`src/rtl/ov7670_pkg.sv`:
```
// -----------------------------------------------------------------------------
// ov7670_pkg
// Shared types and constants for the OV7670 parallel-bus capture block.
//   capture_state_t : frame-level capture FSM encoding
//   OV7670_VGA_*    : nominal VGA frame geometry of the sensor
//   DEF_*           : default parameter values used by the capture top
// -----------------------------------------------------------------------------
package ov7670_pkg;

  typedef enum logic [1:0] {
    IDLE     = 2'd0,
    WAIT_SOF = 2'd1,
    ACTIVE   = 2'd2
  } capture_state_t;

  localparam int unsigned OV7670_VGA_COLS = 640;
  localparam int unsigned OV7670_VGA_ROWS = 480;

  localparam int unsigned DEF_BYTES_PER_PIXEL = 1;
  localparam int unsigned DEF_SYNC_STAGES     = 2;
  localparam int unsigned DEF_COL_W           = 11;
  localparam int unsigned DEF_ROW_W           = 10;

endpackage

```
`src/rtl/ov7670_sync_edge.sv`:
```
// -----------------------------------------------------------------------------
// ov7670_sync_edge
// Multi-flop synchronizer for one camera control line, with single-cycle
// rise/fall pulses derived from the synchronized level.
// Ports:
//   clk      : system clock
//   reset_   : synchronous active-high reset
//   async_in : camera-domain level (treated as asynchronous data)
//   level    : synchronized level (last synchronizer flop)
//   rise_c   : combinational pulse, synchronized level went 0 -> 1
//   fall_c   : combinational pulse, synchronized level went 1 -> 0
// -----------------------------------------------------------------------------
module ov7670_sync_edge #(
  parameter int unsigned STAGES = 2
) (
  input  logic clk,
  input  logic reset_,
  input  logic async_in,
  output logic level,
  output logic rise_c,
  output logic fall_c
);

  logic [STAGES-1:0] chain;
  logic              prev;

  // Shift toward the MSB; the truncating cast keeps this valid for STAGES=1.
  always_ff @(posedge clk) begin
    if (reset_) begin
      chain <= '0;
      prev  <= 1'b0;
    end else begin
      chain <= STAGES'({chain, async_in});
      prev  <= chain[STAGES-1];
    end
  end

  assign level  = chain[STAGES-1];
  assign rise_c = level & ~prev;
  assign fall_c = ~level & prev;

endmodule

```
`src/rtl/ov7670_pixel_capture.sv`:
```
// -----------------------------------------------------------------------------
// ov7670_pixel_capture
// Samples the OV7670 parallel video bus in the system clock domain, assembles
// bytes into pixels and emits them as AXI-Stream (tuser = start of frame,
// tlast = end of line). Pixels run one behind the bus: a pixel is parked in a
// one-deep hold register and pushed to the output by the next pixel, by HREF
// falling, or by VSYNC rising.
// Ports:
//   clk, reset_         : system clock (>= 3x PCLK), sync active-high reset
//   capture_en          : capture enable, sampled at VSYNC rising edges
//   cam_pclk/href/vsync : camera timing, synchronized internally
//   cam_d               : camera byte, synchronized with plain flops
//   test_mode           : (OV7670_CAPTURE_TEST_PATTERN_EN only) replace the
//                         byte with col[7:0] ^ row[7:0]
//   m_axis_*            : pixel stream
//   line_width          : pixel count of last completed line
//   frame_height        : line count of last completed frame
//   frame_count         : completed frames (wrapping)
//   overflow, line_err  : sticky error flags
// Optional build macro: OV7670_CAPTURE_TEST_PATTERN_EN
// -----------------------------------------------------------------------------
module ov7670_pixel_capture
  import ov7670_pkg::*;
#(
  parameter int unsigned BYTES_PER_PIXEL = DEF_BYTES_PER_PIXEL,
  parameter int unsigned SYNC_STAGES     = DEF_SYNC_STAGES,
  parameter int unsigned COL_W           = DEF_COL_W,
  parameter int unsigned ROW_W           = DEF_ROW_W
) (
  input  logic                         clk,
  input  logic                         reset_,
  input  logic                         capture_en,
  input  logic                         cam_pclk,
  input  logic                         cam_href,
  input  logic                         cam_vsync,
  input  logic [7:0]                   cam_d,
`ifdef OV7670_CAPTURE_TEST_PATTERN_EN
  input  logic                         test_mode,
`endif
  output logic [8*BYTES_PER_PIXEL-1:0] m_axis_tdata,
  output logic                         m_axis_tvalid,
  input  logic                         m_axis_tready,
  output logic                         m_axis_tlast,
  output logic                         m_axis_tuser,
  output logic [COL_W-1:0]             line_width,
  output logic [ROW_W-1:0]             frame_height,
  output logic [15:0]                  frame_count,
  output logic                         overflow,
  output logic                         line_err
);

  localparam int unsigned PIX_W = 8 * BYTES_PER_PIXEL;
  localparam int unsigned BC_W  = (BYTES_PER_PIXEL > 1) ? $clog2(BYTES_PER_PIXEL) : 1;

  // ---------------------------------------------------------------------------
  // Synchronizers
  // ---------------------------------------------------------------------------
  logic pclk_lvl, pclk_rise_c, pclk_fall_c;
  logic href_lvl, href_rise_c, href_fall_c;
  logic vs_lvl, vs_rise_c, vs_fall_c;
  logic [7:0] d_sync [SYNC_STAGES];

  ov7670_sync_edge #(.STAGES(SYNC_STAGES)) u_sync_pclk (
    .clk(clk), .reset_(reset_), .async_in(cam_pclk),
    .level(pclk_lvl), .rise_c(pclk_rise_c), .fall_c(pclk_fall_c)
  );

  ov7670_sync_edge #(.STAGES(SYNC_STAGES)) u_sync_href (
    .clk(clk), .reset_(reset_), .async_in(cam_href),
    .level(href_lvl), .rise_c(href_rise_c), .fall_c(href_fall_c)
  );

  ov7670_sync_edge #(.STAGES(SYNC_STAGES)) u_sync_vsync (
    .clk(clk), .reset_(reset_), .async_in(cam_vsync),
    .level(vs_lvl), .rise_c(vs_rise_c), .fall_c(vs_fall_c)
  );

  logic unused_sync;
  assign unused_sync = ^{pclk_lvl, pclk_fall_c, href_rise_c, vs_lvl};

  // Data delay line matches the control synchronizer depth so the byte
  // lines up with the detected PCLK edge.
  always_ff @(posedge clk) begin
    if (reset_) begin
      for (int i = 0; i < int'(SYNC_STAGES); i++) d_sync[i] <= 8'h00;
    end else begin
      d_sync[0] <= cam_d;
      for (int i = 1; i < int'(SYNC_STAGES); i++) d_sync[i] <= d_sync[i-1];
    end
  end

  // ---------------------------------------------------------------------------
  // Capture state
  // ---------------------------------------------------------------------------
  capture_state_t   state, state_next;
  logic             sof_pending;
  logic [BC_W-1:0]  byte_cnt;
  logic [PIX_W-1:0] acc;
  logic             hold_valid;
  logic             hold_user;
  logic [PIX_W-1:0] hold_data;
  logic [COL_W-1:0] cols;
  logic [ROW_W-1:0] rows;

  logic [7:0]       din_c;
  logic             active_c;
  logic             byte_take_c;
  logic             last_byte_c;
  logic             pix_done_c;
  logic [PIX_W-1:0] pixel_c;
  logic             eol_c;
  logic             eof_c;
  logic             push_c;
  logic             push_last_c;
  logic             out_free_c;
  logic             drop_c;
  logic             drop_frame_c;

`ifdef OV7670_CAPTURE_TEST_PATTERN_EN
  assign din_c = test_mode ? (8'(cols) ^ 8'(rows)) : d_sync[SYNC_STAGES-1];
`else
  assign din_c = d_sync[SYNC_STAGES-1];
`endif

  assign active_c    = (state == ACTIVE);
  assign byte_take_c = active_c & pclk_rise_c & href_lvl;
  assign last_byte_c = (byte_cnt == BC_W'(BYTES_PER_PIXEL - 1));
  assign pix_done_c  = byte_take_c & last_byte_c;
  // MSB-first shift; truncation drops the oldest byte.
  assign pixel_c     = PIX_W'({acc, din_c});
  assign eol_c       = active_c & href_fall_c;
  assign eof_c       = active_c & vs_rise_c;

  // Any of these events flushes the held pixel toward the output register.
  assign push_c       = hold_valid & (pix_done_c | eol_c | eof_c);
  assign push_last_c  = eol_c | eof_c;
  assign out_free_c   = ~m_axis_tvalid | m_axis_tready;
  assign drop_c       = push_c & ~out_free_c;
  assign drop_frame_c = drop_c & hold_user;

  // State register
  always_ff @(posedge clk) begin
    if (reset_) state <= IDLE;
    else        state <= state_next;
  end

  // Next-state logic
  always_comb begin
    state_next = state;
    unique case (state)
      IDLE: begin
        if (vs_rise_c && capture_en) state_next = WAIT_SOF;
      end
      WAIT_SOF: begin
        if (vs_fall_c) state_next = ACTIVE;
      end
      ACTIVE: begin
        // Losing the first pixel abandons the frame until the next SOF.
        if (drop_frame_c)   state_next = WAIT_SOF;
        else if (vs_rise_c) state_next = capture_en ? WAIT_SOF : IDLE;
      end
      default: state_next = IDLE;
    endcase
  end

  // Byte assembly, hold register, counters and output register
  always_ff @(posedge clk) begin
    if (reset_) begin
      sof_pending   <= 1'b0;
      byte_cnt      <= '0;
      acc           <= '0;
      hold_valid    <= 1'b0;
      hold_user     <= 1'b0;
      hold_data     <= '0;
      cols          <= '0;
      rows          <= '0;
      line_width    <= '0;
      frame_height  <= '0;
      frame_count   <= 16'h0000;
      overflow      <= 1'b0;
      line_err      <= 1'b0;
      m_axis_tdata  <= '0;
      m_axis_tvalid <= 1'b0;
      m_axis_tlast  <= 1'b0;
      m_axis_tuser  <= 1'b0;
    end else begin
      // Start of frame
      if (state == WAIT_SOF && vs_fall_c) begin
        sof_pending <= 1'b1;
        rows        <= '0;
        cols        <= '0;
        byte_cnt    <= '0;
        hold_valid  <= 1'b0;
      end

      // Byte capture
      if (byte_take_c) begin
        if (last_byte_c) begin
          byte_cnt    <= '0;
          hold_valid  <= 1'b1;
          hold_data   <= pixel_c;
          hold_user   <= sof_pending;
          sof_pending <= 1'b0;
          cols        <= (cols == '1) ? cols : cols + COL_W'(1);
        end else begin
          byte_cnt <= byte_cnt + BC_W'(1);
          acc      <= pixel_c;
        end
      end

      // End of line; partial pixels are discarded
      if (eol_c) begin
        hold_valid <= 1'b0;
        line_width <= cols;
        rows       <= (rows == '1) ? rows : rows + ROW_W'(1);
        cols       <= '0;
        byte_cnt   <= '0;
        if (byte_cnt != '0) line_err <= 1'b1;
      end

      // End of frame; a still-held pixel means HREF never fell
      if (eof_c) begin
        hold_valid   <= 1'b0;
        byte_cnt     <= '0;
        frame_height <= rows;
        if (hold_valid)    line_err    <= 1'b1;
        if (!drop_frame_c) frame_count <= frame_count + 16'd1;
      end

      if (drop_frame_c) begin
        hold_valid  <= 1'b0;
        byte_cnt    <= '0;
        sof_pending <= 1'b0;
      end

      // Output register; a dropped tlast is merged into the pending word
      if (push_c && out_free_c) begin
        m_axis_tdata  <= hold_data;
        m_axis_tvalid <= 1'b1;
        m_axis_tlast  <= push_last_c;
        m_axis_tuser  <= hold_user;
      end else if (drop_c) begin
        overflow <= 1'b1;
        if (push_last_c) m_axis_tlast <= 1'b1;
      end else if (m_axis_tvalid && m_axis_tready) begin
        m_axis_tvalid <= 1'b0;
      end
    end
  end

endmodule

```
`config.mk`:
```
export PLATFORM = sky130hd
export DESIGN_NAME = ov7670_pixel_capture
export DESIGN_NICKNAME = d
export VERILOG_FILES = /design/src/rtl/ov7670_pkg.sv /design/src/rtl/ov7670_sync_edge.sv /design/src/rtl/ov7670_pixel_capture.sv
export SDC_FILE = /design/constraint.sdc
export NUM_CORES = 1
export LEC_CHECK = 0
export CAP_MARGIN = 10
export CORE_MARGIN = 2
export CORE_UTILIZATION = 57
export CTS_CLUSTER_DIAMETER = 150
export CTS_CLUSTER_SIZE = 25
export DETAILED_ROUTE_END_ITERATION = 12
export HOLD_SLACK_MARGIN = 0.08
export PLACE_DENSITY_LB_ADDON = 0.25
export SLEW_MARGIN = 20
export SYNTH_ARGS = -nofsm -noshare
export SYNTH_HDL_FRONTEND = slang
export SYNTH_SLANG_ARGS = --single-unit
```
`constraint.sdc`:
```
create_clock -name clk -period 3.5 [get_ports clk]
set_input_delay 1.05 -clock clk [delete_from_list [all_inputs] [get_ports clk]]
set_output_delay 1.05 -clock clk [all_outputs]
set_load 0.01 [all_outputs]
```
# --- Word level (Yosys, flattened, before mapping) ---
# Memory sizes are Yosys's and may differ from the RTL's. A register that Yosys moved wholly into a read port is not among the register bits.
# Index checks and enable logic that the tools add are counted.
word_totals:
  ff_bits: 86
  mem_bits_rw: 16
  inputBits: 15
  output_inout_bits: 50
  word_cells: 121
  mem_count: 1
memory_table:
  columns: ["memory", "depth", "width", "read_ports", "rd_ports_with_merged_regs", "write_ports", "line", "source"]
  rows:
  - ["d_sync", 2, 8, 2, 1, 2, "ov7670_pixel_capture.sv:61", "logic [7:0] d_sync [SYNC_STAGES];"]
op_classes:
  addsub: 4
  eq_ne: 10
  n_mux: 37
  bitwise_logic: 27
  reduce_logical: 20
ops:
  columns: ["operator", "count"]
  rows:
  - ["$mux 11", 4]
  - ["$mux 10", 3]
  - ["$mux 1", 23]
  - ["$add 16x1->16 const B", 1]
  - ["$mux 8", 2]
  - ["$and 1x1->1", 12]
  - ["$reduce_and 2->1", 6]
  - ["$add 11x1->11 const B", 1]
  - ["$eq 11x11->1 const B", 1]
  - ["$add 10x1->10 const B", 1]
  - ["$eq 10x10->1 const B", 1]
  - ["$reduce_bool 2->1", 5]
  - ["$not 1->1", 9]
  - ["$mux 2", 4]
  - ["$ne 2x2->1 const B", 3]
  - ["$or 1x1->1", 6]
  - ["$pmux 2 s3", 1]
  - ["$logic_and 1x1->1", 4]
  - ["$reduce_or 2->1", 2]
  - ["$reduce_or 4->1", 1]
  - ["$ne 3x2->1 const B", 1]
  - ["$ne 3x3->1 const B", 1]
  - ["$reduce_and 3->1", 1]
  - ["$eq 2x1->1 const B", 1]
  - ["4 further kinds", 4]

# --- Longest topological paths before layout ---
# Gate-level depths: netlist (run 1).
depth:
  word_depth: 12
  depth_mapped: 7
  depth_no_buf: 6

# --- Hierarchy ---
# A second synthesis (run 1) with hierarchy kept.
hier_totals:
  cells_unflattened: 483
  hier_area_um2: 4347.9
by_module_without_submodules:
  columns: ["mod", "instances", "cells_each", "area_per_inst_um2", "seq_area_each_um2"]
  rows:
  - ["ov7670_pixel_capture", 1, 459, 4073.9, 2001.9]
  - ["ov7670_sync_edge", 3, 8, 91.3, 60.1]

# --- Worst setup path before layout (run 1) ---
# Ideal clock, no wire load.
synth_path:
  path_kind: "in2reg"
  start: "input port m_axis_tready"
  end: "register frame_count[13]"
  setup_time_ns: 0.128
  arrival_time_ns: 1.979
  required_time_ns: 3.372
  path_slack_ns: 1.393
  stages: 5
  path_buffers: 0
  cell_sequence: "and4b_1 -> nor4b_4 -> nand4_1 -> xor2_1 -> nor2_1"
synth_between:
  elab_chain_cells: 6
synth_lines:
  columns: ["item", "line", "source"]
  rows:
  - ["start: declaration", "ov7670_pixel_capture.sv:42", "input logic m_axis_tready,"]
  - ["$or 1x1->1", "ov7670_pixel_capture.sv:137", "assign out_free_c = ~m_axis_tvalid | m_axis_tready;"]
  - ["$not 1->1", "ov7670_pixel_capture.sv:138", "assign drop_c = push_c & ~out_free_c;"]
  - ["$and 1x1->1", "ov7670_pixel_capture.sv:138", null]
  - ["$and 1x1->1", "ov7670_pixel_capture.sv:139", "assign drop_frame_c = drop_c & hold_user;"]
  - ["$not 1->1 (no source line)", null, null]
  - ["$reduce_and 2->1 (no source line)", null, null]
  - ["end signal: assignment", "ov7670_pixel_capture.sv:227", "if (!drop_frame_c) frame_count <= frame_count + 16'd1;"]
  - ["end: declaration", "ov7670_pixel_capture.sv:47", "output logic [15:0] frame_count,"]
# Every way passes these cells.
# A chain may end at the register's enable or synchronous reset.

# --- Worst setup path after layout (run 1) ---
layout_path:
  start: "register state[0]"
  end: "register m_axis_tdata[5]"
layout_between:
  elab_chain_cells: 8
  elab_cells_between_ends: 10
  cone_classes: "eq/ne: 1; bitwise: 8; reduce/logical: 1"
layout_lines:
  columns: ["item", "line", "source"]
  rows:
  - ["start: declaration", "ov7670_pixel_capture.sv:95", "capture_state_t state, state_next;"]
  - ["start signal: assignment", "ov7670_pixel_capture.sv:144", "else state <= state_next;"]
  - ["$eq 2x2->1 (*)", "ov7670_pixel_capture.sv:125", "assign active_c = (state == ACTIVE);"]
  - ["$and 1x1->1 (2 in a row)", "ov7670_pixel_capture.sv:126", "assign byte_take_c = active_c & pclk_rise_c & href_lvl;"]
  - ["$and 1x1->1", "ov7670_pixel_capture.sv:128", "assign pix_done_c = byte_take_c & last_byte_c;"]
  - ["$or 1x1->1", "ov7670_pixel_capture.sv:135", "assign push_c = hold_valid & (pix_done_c | eol_c | eof_c);"]
  - ["$or 1x1->1 (*)", "ov7670_pixel_capture.sv:135", null]
  - ["$and 1x1->1 (*)", "ov7670_pixel_capture.sv:135", null]
  - ["$logic_and 1x1->1 (*)", "ov7670_pixel_capture.sv:237", "if (push_c && out_free_c) begin"]
  - ["end signal: assignment", "ov7670_pixel_capture.sv:238", "m_axis_tdata <= hold_data;"]
  - ["end: declaration", "ov7670_pixel_capture.sv:40", "output logic [8*BYTES_PER_PIXEL-1:0] m_axis_tdata,"]
# Mark *: on every way between the ends. The rest lies on a longest branch, timed or not.

==> qor.csv, run 1 <==
stage,metric,value,unit
outcome,outcome,finished clean,
yosys,ys_seq_area_frac,0.517,
pwr,vdd_drop_max,0.252,mV
run,max_cap_viol_count,0,
global_routing,grt_start_max_net_pins,68,
final_layout,drive_above_1_share,0.0518,
global_routing,grt_pass1_wl,14300,um
routing,drcViolationCount,0,
routing,dr.pass1.iters,4,
timing,slew_violations,0,
setup_path,arrival,2.69,ns
global_routing,grt_pass1_vias,3141,
yosys,synth-seq-cells,109,
cts,postCtsHoldBufs,0,
min_path,hold_class,reg -> reg,
floorplan,die_area,8120,um2
final_layout,nets,534,
global_routing,grt_overflow,0,
cts,cts_tree,done,
floorplan,die-width,90.1,um
timing,timing.hold.ws,0.441,ns
routing,drtIter0Drc,163,
floorplan,io_pins,65,
setup_path,path_class,reg -> reg,
final_layout,areaGrowthSynthToFinish,20.6,%
pwr,combPwrFrac,0.024,
yosys,syn_area,4220,um2
routing,wirelength,8210,um
cts,htreeDepth,3,
cts,cts_buffer_depth,2,
placed_design,routabilityCongestion,0.859,
timing,hold_viol,0,
floorplan,die_h,90.1,um
timing,fin_skew,0.00854,ns
setup_path,critPathCaptureType,register,
cts,clk_latency,0.36,ns
placed_design,io_buffers,64,
routing,wl_per_cell,13.2,um
routing,ant_nets,0,
pwr,netSwitchingPower,430,uW
cts,cts_setup_buffers,0,
cts,numCtsBuffers,9,
floorplan,core-area,7210,um2
routing,vias,3370,
routing,vias_per_cell,5.44,
setup_path,start_kind,register,
global_routing,antenna_found_initial,0,
pwr,cellPowerDensity,407,nW/um2
global_routing,grt_usage,0.211,
pwr,internal-power,1650,uW
yosys,async_flop_share,0,
timing,tns,0,ns
yosys,syn_inst,463,
timing,period_share,0.704,
timing,period_minus_slack,2.46,ns
timing,slew_headroom,0.365,
cts,cts.sinks,109,
yosys,synth_cell_types,53,
pwr,seqPwrFrac,0.605,
timing,setup_viol,0,
yosys,syn_avg_cell_area,9.12,um2
final_layout,diodes,0,
floorplan,placementRows,31,
timing,worstMarginPinSlew,0.940,ns
yosys,yosys_most_used_dff,dfxtp_1,
pwr,total_leakage_power,0.00176,uW
placed_design,dp_hpwl,5680,um
cts,cts_resized,0,
yosys,synth_edf_count,0,
timing,rsz0062_at_grt,no,
setup_path,required,3.72,ns
yosys,syn_nets,481,
pwr,switching_share,0.207,
yosys,ys_warn_count,0,
pwr,clkPwrFrac,0.371,
cts,cts-root-buf,clkbuf_8,
cts,clkSlewWorstSetupHoldPaths,0.09,ns
floorplan,start_util,0.586,
setup_path,crit_fanout,12,
timing,clock.fmax,0.406,GHz
power by group through the flow:
stage / clock network (uW) / logic [uW] / registers (uW)
after floorplan: 0 / 29.9 / 1280
after global placement: 0 / 48.3 / 1290
after detailed placement: 0 / 49.4 / 1290
after CTS: 788 / 49.6 / 1260
after global routing: 844 / 54.8 / 1260
final: 770 / 49.3 / 1260
synth_stat cells, types with 2 or more instances:
cell type / number / area (um2)
nor2_1: 44 / 165
and2_1: 3 / 18.8
nand4bb_1: 2 / 22.5
nand2b_1: 3 / 18.8
nor3_1: 4 / 20.0
nor3b_1: 2 / 15.0
buf_2: 5 / 25.0
inv_1: 3 / 11.3
a21oi_1: 48 / 240
nand2_1: 74 / 278
nor4_1: 2 / 12.5
clkbuf_1: 14 / 52.6
buf_6: 2 / 22.5
xnor2_1: 12 / 105
nand4_1: 12 / 75.1
mux2i_1: 9 / 90.1
buf_4: 3 / 22.5
a31oi_1: 2 / 12.5
o21ai_0: 4 / 20.0
nand3_1: 19 / 95.1
nor2b_1: 26 / 163
ha_1: 3 / 37.5
xor2_1: 14 / 123
or3_1: 6 / 37.5
and3_1: 8 / 50.1
and4bb_1: 2 / 25.0
o21ai_1: 3 / 15.0
dfxtp_1: 109 / 2180
worst max-delay path, stage by stage (launching register included):
cell	delay (ns)
dfxtp_1	0.48
nand4bb_1	0.50
nand2_1	0.25
o211ai_1	0.52
clkbuf_4	0.33
mux2i_1	0.21
nor2_1	0.06
kinds of logic (layout without fill, tap and decap cells):
| logic type | after synthesis | in the layout | synth area share |
|---|---|---|---|
| and+or+nand+nor | 219 | 219 | 0.267 |
| DFF | 109 | 109 | 0.517 |
| xor gates and xnor gates | 26 | 26 | 0.0539 |
| AOI/OAI and AO/OA | 69 | 69 | 0.0998 |
| buffers and inverters | 28 | 86 | 0.0326 |
| adders and majority gates | 3 | 3 | 0.00889 |
| muxes | 9 | 9 | 0.0213 |
stage by stage:
step                instances  instance area [um2]  utilization  worst slack [ns]  power, uW
floorplan                 463                 4220            -              1.39       1310
global placement          603                 4880        0.676             0.722       1330
finish                    620                 5100        0.706              1.04       2080
global route              620                 5100        0.706             0.841       2160
detailed placement        603                 4880        0.676             0.698       1340
CTS                       619                 5090        0.705             0.762       2090
state kept, by name, indices dropped and copies added, names as in the netlist, 2 cells and up:
name and flops:
cols 11, d_sync 16, frame_count 16, frame_height 10, hold_data 8, line_width 11, m_axis_tdata 8, rows 10
state 2, u_sync_href.chain 2, u_sync_pclk.chain 2, u_sync_vsync.chain 2
final timing paths:
path              depth (start not counted)         start  slack, ns         endpoint
setup / recovery                          6      state[0]       1.04  m_axis_tdata[5]
hold / removal                            2  d_sync[1][6]       0.44     hold_data[6]
setup reg to reg                          6      state[0]       1.04  m_axis_tdata[5]
hold reg to reg                           2  d_sync[1][6]       0.44     hold_data[6]
cells in the final DEF, fill, tap and decap left out, types with 3 or more instances in the layout:
cell type | netlist | final
clkbuf_8 | 0 | 11
and2_1 | 3 | 3
o21ai_0 | 4 | 4
nand2_1 | 74 | 74
nand4_1 | 12 | 12
inv_1 | 3 | 3
a21oi_1 | 48 | 48
xor2_1 | 14 | 14
o21ai_1 | 3 | 3
nand3_1 | 19 | 19
clkdlybuf4s50_1 | 0 | 63
nor3_1 | 4 | 4
mux2i_1 | 9 | 9
nand2b_1 | 3 | 3
dfxtp_1 | 109 | 109
nor2b_1 | 26 | 26
ha_1 | 3 | 3
or3_1 | 6 | 6
nor2_1 | 44 | 44
xnor2_1 | 12 | 12
and3_1 | 8 | 8
area by class of cell:
| class | instances | area [um2] |
|---|---|---|
| clock buffer | 11 | 151 |
| clock inverter | 5 | 58.8 |
| fill | 563 | 2120 |
| inverter | 3 | 11.3 |
| multi-input combinational | 326 | 1910 |
| sequential | 109 | 2180 |
| tap | 99 | 124 |
| timing repair buffer | 67 | 658 |
layer usage:
layer	vias to the layer above	global-route usage	share of wire
li1	1677	-	-
met2	80	0.359	0.49
met1	1601	0.268	0.45
met5	-	0	0
met4	0	0.0769	0.013
met3	12	0.0394	0.044
Note: power is estimated with default switching activity, not from simulation.
==> run 2, diff against run 1 <==
--- a/config.mk
+++ b/config.mk
@@ -7,7 +7,7 @@
 export LEC_CHECK = 0
 export CAP_MARGIN = 10
 export CORE_MARGIN = 2
-export CORE_UTILIZATION = 57
+export CORE_UTILIZATION = 48
 export CTS_CLUSTER_DIAMETER = 150
 export CTS_CLUSTER_SIZE = 25
 export DETAILED_ROUTE_END_ITERATION = 12
==> constraint.sdc (replaced) <==
create_clock -name clk -period 2 [get_ports clk]
set_input_delay 0.6 -clock clk [delete_from_list [all_inputs] [get_ports clk]]
set_output_delay 0.6 -clock clk [all_outputs]
set_load 0.01 [all_outputs]
==> qor.csv, run 2 (same netlist as run 1, synthesis figures left out) <==
stage,metric,value,unit
setup_path,start_kind,register,
cts,cts_buffer_depth,2,
placed_design,dp_hpwl,5840,um
setup_path,arrival,1.33,ns
routing,vias,3324,
setup_path,critPathBufInv,1,
routing,drcViolationCount,0,
routing,wirelength,8170,um
cts,cts.sinks,109,
pwr,total_leakage_power,0.00183,uW
cts,clkSlewWorstSetupHoldPaths,0.11,ns
timing,hold_viol,0,
pwr,switching_share,0.223,
min_path,min_from,d_sync[1][2],
floorplan,die-width,97.8,um
routing,dr.pass1.iters,4,
setup_path,reg2reg_slack,0.23,ns
timing,rsz0062_at_grt,no,
floorplan,start_util,0.489,
setup_path,reg2reg_to,cols[8],
placed_design,io_buffers,64,
setup_path,r2r_cells,5,
final_layout,final_area,5220,um2
global_routing,grt_overflow,0,
min_path,hold_class,reg -> reg,
pwr,vdd_drop_max,0.507,mV
final_layout,layout_common_cells,"dfxtp_1 (104), nand2_1 (74), clkdlybuf4s50_1 (63)",
setup_path,path_class,reg -> out,
setup_path,path_cells,clkdlybuf4s50_1,
setup_path,r2r_start,cols[4],
floorplan,core-area,8640,um2
final_layout,diodes,0,
global_routing,grt_start_max_net_pins,63,
timing,period_share,0.967,
run,max_cap_viol_count,0,
timing,clock.fmax,0.517,GHz
routing,ant_nets,0,
floorplan,io_pins,65,
final_layout,areaGrowthSynthToFinish,23.5,%
outcome,outcome,finished clean,
pwr,clkPwrFrac,0.342,
pwr,cellPowerDensity,667,nW/um2
cts,numCtsBuffers,9,
setup_path,critPathCaptureType,primary output,
final_layout,nets,549,
global_routing,grt_usage,0.178,
routing,wl_per_cell,12.7,um
cts,cts_setup_buffers,0,
timing,slew_violations,0,
global_routing,grt_pass1_wl,14300,um
timing,slew_headroom,0.713,
global_routing,antenna_found_initial,0,
setup_path,crit_fanout,4,
routing,drtIter0Drc,133,
cts,cts_tree,done,
pwr,netSwitchingPower,777,uW
final_layout,mostFrequentLayoutCell,dfxtp_1,
placed_design,routabilityCongestion,0.794,
timing,period_minus_slack,1.93,ns
timing,worstMarginPinSlew,0.431,ns
pwr,combPwrFrac,0.026,
final_layout,largestRegisters,"d_sync x16, frame_count x16",
floorplan,die_area,9570,um2
final_layout,drive_above_1_share,0.0858,
pwr,finalPower,3480,uW
pwr,seqPwrFrac,0.632,
min_path,min_to,hold_data[2],
placed_design,place_area,5030,um2
cts,clk_latency,0.36,ns
timing,fin_skew,0.0146,ns
routing,vias_per_cell,5.16,
pwr,internal-power,2700,uW
cts,htreeDepth,3,
setup_path,required,1.40,ns
cts,cts-root-buf,clkbuf_8,
timing,setup_viol,0,
floorplan,die_h,97.8,um
floorplan,placementRows,34,
min_path,min_path_cells,2,
setup_path,max_stage_delay,0.56,ns
setup_path,critPathSlowestCell,clkdlybuf4s50_1,
setup_path,crit_family,buffers and inverters,
global_routing,grt_pass1_vias,3021,
==> run 2: layout make-up <==
cell class	count	area (um2)
Multi-Input combinational cell	326	1910
Clock inverter	6	46.3
Inverter	3	11.3
Fill cell	800	3420
Timing Repair Buffer	82	796
Tap cell	108	135
Clock buffer	10	128
Sequential cell	109	2190
==> run 2: what timing repair did <==
action                     4_1_cts  5_1_grt
hold buffers                     0        0
gates resized for setup          0        5
hold endpoints to repair         0        0
setup endpoints to repair        0        5
==> run 2: per-stage QoR <==
step / instances / hold slack [ns] / setup slack, ns / TNS, ns / utilization
CTS: 644 / 0.437 / 0.0227 / 0 / 0.603
global placement: 628 / 0.419 / -0.182 / -1.16 / 0.583
detailed placement: 628 / 0.424 / -0.202 / -1.29 / 0.583
finish: 644 / 0.439 / 0.0662 / 0 / 0.604
floorplan: 463 / 0.414 / 0.343 / 0 / -
global route: 644 / 0.461 / 0.00332 / 0 / 0.604
==> run 2: metal layers <==
metal	wire length, um	GRT usage	up-vias	part of all wire
met1	4020	0.243	1542	0.49
met4	53	0.0630	0	0.0065
met2	3830	0.288	70	0.47
met3	258	0.0301	5	0.032
li1	-	-	1707	-
met5	0	0	-	0
==> run 2: worst max-delay path by stage <==
stage / from / endpoint / slack, ns / depth (start not counted)
2_1_floorplan: m_axis_tready / frame_count[13] / 0.34 / 5
3_3_place_gp: m_axis_tready / frame_count[10] / -0.18 / 7
3_5_place_dp: m_axis_tready / frame_count[12] / -0.20 / 7
4_1_cts: frame_count[9] / frame_count[9] / 0.02 / 1
5_1_grt: frame_count[13] / frame_count[13] / 0.003 / 1
6_report: frame_count[6] / frame_count[6] / 0.07 / 1
==> run 2: worst min-delay path: cells and delay by family (launching register included) <==
kind,cells,cell delay (ns)
flip-flops,1,0.31
AND/OR/NAND/NOR,1,0.04
AO/OA/AOI/OAI,1,0.05
==> run 2: power groups by stage <==
stage | Sequential, uW | Combinational [uW] | Clock (uW)
4_1_cts | 2200 | 92.8 | 1230
3_5_place_dp | 2250 | 92.4 | 0
5_1_grt | 2200 | 101 | 1320
6_report | 2200 | 91.7 | 1190
3_3_place_gp | 2250 | 92.4 | 0
2_1_floorplan | 2250 | 52.4 | 0
==> run 3, diff against run 2 <==
--- a/config.mk
+++ b/config.mk
@@ -5,8 +5,9 @@
 export SDC_FILE = /design/constraint.sdc
 export NUM_CORES = 1
 export LEC_CHECK = 0
+export ABC_AREA = 0
 export CAP_MARGIN = 10
-export CORE_MARGIN = 2
+export CORE_MARGIN = 1
 export CORE_UTILIZATION = 48
 export CTS_CLUSTER_DIAMETER = 150
 export CTS_CLUSTER_SIZE = 25
==> qor.csv, run 3 (same netlist as run 1, synthesis figures left out) <==
stage,metric,value,unit
outcome,outcome,finished clean,
run,max_cap_viol_count,0,
routing,drtIter0Drc,81,
setup_path,start_kind,register,
floorplan,io_pins,65,
cts,cts_tree,done,
timing,period_share,0.974,
final_layout,mostFrequentLayoutCell,dfxtp_1,
final_layout,layout_common_cells,"dfxtp_1 (104), nand2_1 (74), clkdlybuf4s50_1 (62)",
cts,cts_buffer_depth,2,
floorplan,die_h,95.8,um
cts,cts.sinks,109,
setup_path,max_stage_delay,0.57,ns
setup_path,critPathSlowestCell,clkdlybuf4s50_1,
setup_path,crit_family,buffers and inverters,
setup_path,critPathBufInv,1,
placed_design,io_buffers,64,
routing,wl_per_cell,12.8,um
final_layout,final_area,5220,um2
routing,vias,3315,
routing,drcViolationCount,0,
min_path,hold_class,reg -> reg,
timing,timing.hold.ws,0.436,ns
timing,period_minus_slack,1.95,ns
pwr,cellPowerDensity,694,nW/um2
cts,cts_resized,0,
setup_path,path_cells,clkdlybuf4s50_1,
setup_path,critPathCaptureType,primary output,
setup_path,required,1.40,ns
cts,numCtsBuffers,9,
routing,dr.pass1.iters,4,
timing,slew_headroom,0.652,
floorplan,start_util,0.504,
timing,hold_viol,0,
cts,postCtsHoldBufs,0,
timing,slew_violations,0,
global_routing,antenna_found_initial,0,
cts,cts_setup_buffers,0,
pwr,vdd_drop_max,0.360,mV
cts,htreeDepth,3,
timing,rsz0062_at_grt,no,
timing,setup_viol,0,
final_layout,diodes,0,
timing,fin_skew,0.0116,ns
placed_design,dp_hpwl,5740,um
setup_path,crit_fanout,4,
final_layout,areaGrowthSynthToFinish,23.6,%
placed_design,routabilityCongestion,0.805,
floorplan,die_area,9180,um2
timing,clock.fmax,0.513,GHz
floorplan,placementRows,33,
floorplan,die-width,95.8,um
timing,worstMarginPinSlew,0.522,ns
placed_design,place_area,5000,um2
cts,cts-root-buf,clkbuf_8,
global_routing,grt_usage,0.195,
global_routing,grt_pass1_vias,3007,
routing,ant_nets,0,
routing,wirelength,8160,um
routing,vias_per_cell,5.19,
final_layout,drive_above_1_share,0.0824,
cts,clkSlewWorstSetupHoldPaths,0.10,ns
final_layout,nets,547,
final_layout,largestRegisters,"d_sync x16, frame_count x16",
cts,clk_latency,0.37,ns
pwr,total_leakage_power,0.00184,uW
setup_path,path_class,reg -> out,
setup_path,arrival,1.35,ns
global_routing,grt_overflow,0,
global_routing,grt_pass1_wl,13900,um
floorplan,core-area,8380,um2
global_routing,grt_start_max_net_pins,50,
pwr,finalPower,3620,uW
## run 3: tightest hold or removal path, cell delays in order, from the launching register on
cell	delay (ns)
dfxtp_1	0.31
nand2_1	0.05
a21oi_1	0.05
## run 3: area by class of cell
| type | instances | area (um2) |
|---|---|---|
| inverter | 3 | 11.3 |
| clock buffer | 10 | 128 |
| timing repair buffer | 80 | 771 |
| sequential | 109 | 2190 |
| clock inverter | 6 | 71.3 |
| tap | 105 | 131 |
| multi-input combinational | 326 | 1920 |
| fill | 726 | 3160 |
## run 3: power breakdown
group | leakage [uW] | switching [uW] | total (uW) | internal [uW]
registers | 0.000885 | 8.20 | 2200 | 2190
logic | 0.000866 | 45.4 | 90.6 | 45.2
clock network | 0.0000931 | 745 | 1330 | 589
total | 0.00184 | 799 | 3620 | 2830
## run 3: metrics by stage
| step | cells | worst slack (ns) | TNS, ns | util |
|---|---|---|---|---|
| floorplan | 463 | 0.343 | 0 | - |
| global placement | 623 | -0.242 | -1.60 | 0.597 |
| detailed placement | 623 | -0.301 | -1.91 | 0.597 |
| CTS | 639 | 0.0161 | 0 | 0.621 |
| global route | 639 | 0.000767 | 0 | 0.623 |
| finish | 639 | 0.0525 | 0 | 0.623 |
## run 3: final timing paths
check	startpoint	end	slack, ns	cells after the start
max reg2reg	state[0]	rows[8]	0.20	6
min	d_sync[1][7]	hold_data[7]	0.44	2
min reg2reg	d_sync[1][7]	hold_data[7]	0.44	2
max	frame_count[6]	frame_count[6]	0.05	1
## run 3: metal layers
metal	wire [um]	up-vias	GRT usage
met5	0	-	0
met4	131	0	0.0833
met3	326	12	0.0348
met2	3760	68	0.323
met1	3940	1536	0.249
li1	-	1699	-
